### src/rtl/fault_responder.sv
// Purpose: turns posit-checker reports into delivered sums, recomputing after faults and keeping fault statistics.
// Latency: out_valid 1 cycle after a clean accept, RECOMP_LAT+1 cycles after a faulted accept.
// Backpressure: in_ready only in IDLE; the result is held in OUTPUT until out_ready, so throughput is at most 1 report per 2 cycles.
module fault_responder #(
  parameter int FULL_NBITS   = 32,
  parameter int TRUNC_NBITS  = 16,
  parameter int RECOMP_LAT   = 4,
  parameter int ALARM_THRESH = 3,
  parameter int CNT_W        = 16
) (
  input  logic                  clk,
  input  logic                  rst_n,
  input  logic                  in_valid,
  output logic                  in_ready,
  input  logic                  fault,
  input  logic                  mode,
  input  logic [FULL_NBITS-1:0] true_sum,
  input  logic [FULL_NBITS-1:0] used_sum,
  input  logic [6:0]            true_scale,
  input  logic [6:0]            used_scale,
  output logic                  out_valid,
  input  logic                  out_ready,
  output logic [FULL_NBITS-1:0] out_sum,
  output logic                  out_corrected,
  output logic                  out_mode,
  output logic [CNT_W-1:0]      op_count,
  output logic [CNT_W-1:0]      fault_count,
  output logic [CNT_W-1:0]      consec_faults,
  output logic [6:0]            max_delta,
  output logic                  alarm,
  input  logic                  alarm_clr
);

  localparam int TRUNC_SHIFT = FULL_NBITS - TRUNC_NBITS;
  localparam int RC_W        = (RECOMP_LAT > 1) ? $clog2(RECOMP_LAT) : 1;
  localparam logic [RC_W-1:0]  RC_LOAD  = RC_W'(RECOMP_LAT - 1);
  localparam logic [CNT_W-1:0] CNT_MAX  = {CNT_W{1'b1}};
  localparam logic [CNT_W-1:0] THRESH_C = CNT_W'(ALARM_THRESH);

  typedef enum logic [1:0] {
    IDLE      = 2'd0,
    RECOMPUTE = 2'd1,
    OUTPUT    = 2'd2
  } state_t;

  state_t                  state_q, state_d;
  logic [RC_W-1:0]         rc_cnt_q, rc_cnt_d;
  logic [FULL_NBITS-1:0]   out_sum_q, out_sum_d;
  logic                    out_corr_q, out_corr_d;
  logic                    out_mode_q, out_mode_d;
  logic [CNT_W-1:0]        op_cnt_q, op_cnt_d;
  logic [CNT_W-1:0]        flt_cnt_q, flt_cnt_d;
  logic [CNT_W-1:0]        consec_q, consec_d;
  logic [6:0]              max_delta_q, max_delta_d;
  logic                    alarm_q, alarm_d;

  logic                    accept;
  logic [6:0]              delta;
  logic [FULL_NBITS-1:0]   trunc_sum;

  assign in_ready  = (state_q == IDLE);
  assign accept    = in_valid && in_ready;
  assign out_valid = (state_q == OUTPUT);

  // Truncated checker result sits in the low bits; left-justify it into the full width.
  assign trunc_sum = used_sum << TRUNC_SHIFT;
  assign delta     = (true_scale >= used_scale) ? (true_scale - used_scale)
                                                : (used_scale - true_scale);

  // State register and recompute down-counter.
  always_ff @(posedge clk or negedge rst_n) begin
    if (!rst_n) begin
      state_q  <= IDLE;
      rc_cnt_q <= '0;
    end else begin
      state_q  <= state_d;
      rc_cnt_q <= rc_cnt_d;
    end
  end

  // Next-state logic: clean reports go straight to OUTPUT, faulted ones wait RECOMP_LAT cycles.
  always_comb begin
    state_d  = state_q;
    rc_cnt_d = rc_cnt_q;
    unique case (state_q)
      IDLE: begin
        if (accept) begin
          if (fault) begin
            state_d  = RECOMPUTE;
            rc_cnt_d = RC_LOAD;
          end else begin
            state_d  = OUTPUT;
          end
        end
      end
      RECOMPUTE: begin
        if (rc_cnt_q == '0) begin
          state_d = OUTPUT;
        end else begin
          rc_cnt_d = rc_cnt_q - 1'b1;
        end
      end
      OUTPUT: begin
        if (out_ready) begin
          state_d = IDLE;
        end
      end
      default: begin
        state_d  = IDLE;
        rc_cnt_d = '0;
      end
    endcase
  end

  // Result capture: everything delivered is latched at accept and held until the next accept.
  always_comb begin
    out_sum_d  = out_sum_q;
    out_corr_d = out_corr_q;
    out_mode_d = out_mode_q;
    if (accept) begin
      out_corr_d = fault;
      out_mode_d = mode;
      if (fault) begin
        out_sum_d = true_sum;
      end else if (mode) begin
        out_sum_d = trunc_sum;
      end else begin
        out_sum_d = used_sum;
      end
    end
  end

  // Statistics: saturating counters, running max scale delta, consecutive-fault run and alarm.
  always_comb begin
    op_cnt_d    = op_cnt_q;
    flt_cnt_d   = flt_cnt_q;
    max_delta_d = max_delta_q;
    consec_d    = consec_q;
    alarm_d     = alarm_q;
    if (alarm_clr) begin
      consec_d = '0;
      alarm_d  = 1'b0;
    end
    if (accept) begin
      if (op_cnt_q != CNT_MAX) begin
        op_cnt_d = op_cnt_q + 1'b1;
      end
      if (delta > max_delta_q) begin
        max_delta_d = delta;
      end
      if (fault) begin
        if (flt_cnt_q != CNT_MAX) begin
          flt_cnt_d = flt_cnt_q + 1'b1;
        end
        // A clear in the same cycle restarts the run at this fault.
        if (alarm_clr) begin
          consec_d = CNT_W'(1);
        end else if (consec_q != CNT_MAX) begin
          consec_d = consec_q + 1'b1;
        end
        if (consec_d >= THRESH_C) begin
          alarm_d = 1'b1;
        end
      end else begin
        consec_d = '0;
      end
    end
  end

  // Datapath and statistics registers.
  always_ff @(posedge clk or negedge rst_n) begin
    if (!rst_n) begin
      out_sum_q   <= '0;
      out_corr_q  <= 1'b0;
      out_mode_q  <= 1'b0;
      op_cnt_q    <= '0;
      flt_cnt_q   <= '0;
      consec_q    <= '0;
      max_delta_q <= '0;
      alarm_q     <= 1'b0;
    end else begin
      out_sum_q   <= out_sum_d;
      out_corr_q  <= out_corr_d;
      out_mode_q  <= out_mode_d;
      op_cnt_q    <= op_cnt_d;
      flt_cnt_q   <= flt_cnt_d;
      consec_q    <= consec_d;
      max_delta_q <= max_delta_d;
      alarm_q     <= alarm_d;
    end
  end

  assign out_sum       = out_sum_q;
  assign out_corrected = out_corr_q;
  assign out_mode      = out_mode_q;
  assign op_count      = op_cnt_q;
  assign fault_count   = flt_cnt_q;
  assign consec_faults = consec_q;
  assign max_delta     = max_delta_q;
  assign alarm         = alarm_q;

endmodule

### config.mk
export PLATFORM = sky130hd
export DESIGN_NAME = fault_responder
export DESIGN_NICKNAME = d
export VERILOG_FILES = /design/src/rtl/fault_responder.sv
export SDC_FILE = /design/constraint.sdc
export NUM_CORES = 1
export LEC_CHECK = 0
export BUFFER_PORTS_ARGS = -buffer_cell sky130_fd_sc_hd__buf_2
export CORE_ASPECT_RATIO = 1.2
export CORE_MARGIN = 10
export CORE_UTILIZATION = 47
export CTS_CLUSTER_DIAMETER = 80
export CTS_CLUSTER_SIZE = 40
export DETAILED_ROUTE_END_ITERATION = 16
export GPL_TIMING_DRIVEN = 0
export HOLD_SLACK_MARGIN = 0.05
export PLACE_DENSITY_LB_ADDON = 0.15
export SLEW_MARGIN = 20
export SYNTH_ARGS = -nofsm -noshare
export SYNTH_HDL_FRONTEND = slang
export SYNTH_SLANG_ARGS = --single-unit
### constraint.sdc
create_clock -name clk -period 2.3 [get_ports clk]
set_input_delay 0.345 -clock clk [delete_from_list [all_inputs] [get_ports clk]]
set_output_delay 0.345 -clock clk [all_outputs]
set_load 0.05 [all_outputs]
==> metrics.txt <==
status finished with violations; failing checks negative setup slack; slowest stage cell, crit path ha_1; Total Routed Length 18500 µm; complex-gate fraction of the synthesized area 15.4%; Post-synth ARST share 100%; start of the worst register-to-register path consec_faults[0]; max frequency 330 MHz; routability cong. 0.971; vias post-DR 5326; CP endpoint max_delta[4]; H-tree depth 3; relative max-transition margin 59.5%; Slew @ Worst Pin 0.607 ns; Post-Synth Simple-Gate Area 18.3%; Pins Over Slew Limit 0; clock skew 0.00680 ns; global-route wire length before repair 28700 µm; fraction of the yosys area taken by sequential cells 42.2%; clock latency on the worst-skew pair 0.34 ns; PortBufs 175; DP HPWL 14100 µm; IO Pins 177; share of cells above drive strength 1 37.8%; Initial Util 48.2%; CP endpoint kind register; DRT iter0 DRCs 334; initial antenna violation count 1; most frequent cells after synthesis dfrtp_1, nor2_1, nand2_1; Worst Hold Path Cells 3; R2R setup slack 0.05 ns; P_int 4.36 mW; clock network power share 19.2%; RSZ-0062 raised after global routing yes; fin crit period 3.03 ns; main combinational cell family by area after synthesis simple AND/OR/NAND/NOR gates; cell area after layout 7530 µm²; VDD IR max 0.000776 V; Seq cells post-synth 94; Core Region 11600 µm²; # setup viols final 7; most frequent cell after synthesis dfrtp_1; r2r worst-path depth 9; largest net degree at the start of global routing 68; Worst path max stage delay 0.32 ns; endpoints failing hold 0; Total GRT Usage 21.3%; CTS root buf clkbuf_16; CP Cell Sequence buf_8 > inv_4 > ha_4 > and3_4 > nor4_4 > a21oi_2 > a211o_1 > buf_6 > mux2i_2 > xor2_1 > ha_1 > a21o_1 > a21oi_2 > buf_4 > a221oi_4 > buf_6 > mux2_4; number of synthesized flops with an enable pin 0; crit path DAT 3.26 ns; Pre-antenna DRT Iters 5; Final Cycle Share 132%; Flop pwr share 30.1%; Synth top area share 42.2%; post-synthesis cell type count 57; Total Die Area 16600 µm²; Core Rows 43; number of fill cells 983; PwrDens 1120 nW/µm²; vias per cell 5.51; DP Worst Slack -1.45 ns; Routed Antenna Nets 0; post-synthesis xor/xnor area fraction 5.82%; Syn Inst Count 597; synth top area cells dfrtp_1, nor2_1, ha_1, mux2i_1, xnor2_1; vias in the first global route 5402; die width 119 µm; CTS tree done; syn_nets 708; Post-Synth Adder-Cell Area 6.11%; layout net count 916; Synth warnings 0; synthesized area 5570 µm²; Switching Share 48.2%; largest fanout on the critical path 6; Wirelength per Cell 19.2 µm; Gate power share 50.7%; Yosys top cell by area dfrtp_1; CP required 2.53 ns; clk buf depth 2; Final WS setup -0.730 ns; static leakage 3.68 nW; total congestion overflow 0; # Max-Cap Violations 0; multiplexer share of the synthesized area 7.16%; DRC 0; CTS buffer count 9; CP Class primary input to register; Setup crit start kind primary input; Die H 139 µm; register area 2360 µm²; Hold Path Class primary input to register; Clock Sinks 94; diodes inserted 0; syn avg cell area 9.33 µm²; Top FF cell, synth dfrtp_1; Critical Path Source true_scale[1]; Placed Instance Area 6810 µm²; reg2reg end alarm; P_sw 4.05 mW; Area Growth Syn to Fin 35.1%; multi-input logic area 3210 µm²; Clk pin slew, worst setup/hold paths 0.07 ns
-- flip-flops by register name (all words and copies together) (netlist names) --
name / flops
out_sum: 32
op_count: 16
rc_cnt_q: 2
out_mode: 1
consec_faults: 16
state_q: 2
alarm: 1
out_corrected: 1
max_delta: 7
fault_count: 16
-- power groups by stage --
stage,clock network [mW],logic (mW),registers (mW)
global route,1.70,4.57,2.60
detailed placement,0,4.06,2.54
CTS,1.64,4.18,2.53
global placement,0,3.98,2.53
floorplan,0,1.42,4.05
finish,1.61,4.26,2.53
-- critical path: cells and delay by family --
kind / cells / cell delay, ns
simple gates: 2 / 0.32
buf+inv: 5 / 0.61
compound gates: 5 / 0.85
mux: 2 / 0.44
xor+xnor: 1 / 0.18
fa+ha+maj: 2 / 0.51
-- cells in the final DEF (no fill, tap or decap), types with 11 or more instances in the layout --
cell | synthesis | final
xor2_1 | 12 | 12
nand2_1 | 50 | 48
buf_4 | 3 | 25
nor2_1 | 82 | 80
a21oi_1 | 32 | 28
inv_1 | 30 | 24
o21ai_0 | 30 | 26
xnor2_1 | 25 | 25
ha_1 | 24 | 14
dfrtp_1 | 94 | 84
nand4_1 | 14 | 14
clkbuf_1 | 16 | 14
mux2i_1 | 23 | 21
nand3_1 | 13 | 11
buf_2 | 11 | 173
a221oi_1 | 19 | 19
-- final cells by class --
| cell class | count | area share (%) |
|---|---|---|
| Multi-Input combinational cell | 436 | 42.7 |
| Sequential cell | 94 | 31.4 |
| Timing Repair Buffer | 201 | 15.3 |
| Clock buffer | 9 | 2.99 |
| Tap cell | 157 | 2.61 |
| Buffer | 33 | 2.16 |
| Inverter | 30 | 1.60 |
| Clock inverter | 7 | 1.26 |
-- worst min path at each step --
| stage | end | slack (ns) | from |
|---|---|---|---|
| after global routing | out_sum[15] | 0.28 | true_sum[15] |
| after detailed placement | max_delta[5] | 0.23 | rst_n |
| after floorplan | alarm | 0.05 | rst_n |
| after global placement | out_sum[16] | 0.46 | out_sum[16] |
| final | out_sum[5] | 0.27 | true_sum[5] |
| after CTS | out_sum[2] | 0.26 | true_sum[2] |
-- per-layer routing --
layer	up-vias	GRT usage, %	part of all wire (%)	wire (µm)
li1	2517	-	-	-
met1	2554	25.0	40	7350
met2	223	35.3	49	9050
met3	32	7.89	8.9	1650
met4	0	6.93	2.6	487
met5	-	0	0	0
-- stage by stage --
| stage | cells | power [mW] | hold WS (ns) | TNS (ns) | utilization, % |
|---|---|---|---|---|---|
| 2_1_floorplan | 597 | 5.47 | 0.0494 | -6.53 | - |
| 3_3_place_gp | 929 | 6.51 | 0.459 | -14.99 | 58.6 |
| 3_5_place_dp | 930 | 6.60 | 0.235 | -10.52 | 58.9 |
| 4_1_cts | 958 | 8.36 | 0.263 | -4.48 | 63.6 |
| 5_1_grt | 967 | 8.87 | 0.278 | -5.84 | 65.1 |
| 6_report | 967 | 8.41 | 0.270 | -4.93 | 65.1 |
-- kinds of logic after synthesis --
logic type / count (synthesis)
buf+inv: 67
fa+ha+maj: 26
simple gates: 212
mux: 38
flops: 94
xor+xnor: 37
compound gates: 123
-- what timing repair did --
action                                 CTS  global route
hold buffers                             1             0
endpoints found under the hold margin   27             0
resized for setup                       35            26
setup endpoints to repair               16            48
pin swaps                               18            12
buffers inserted                        11            13
Note: power is estimated with default switching activity, not from simulation.
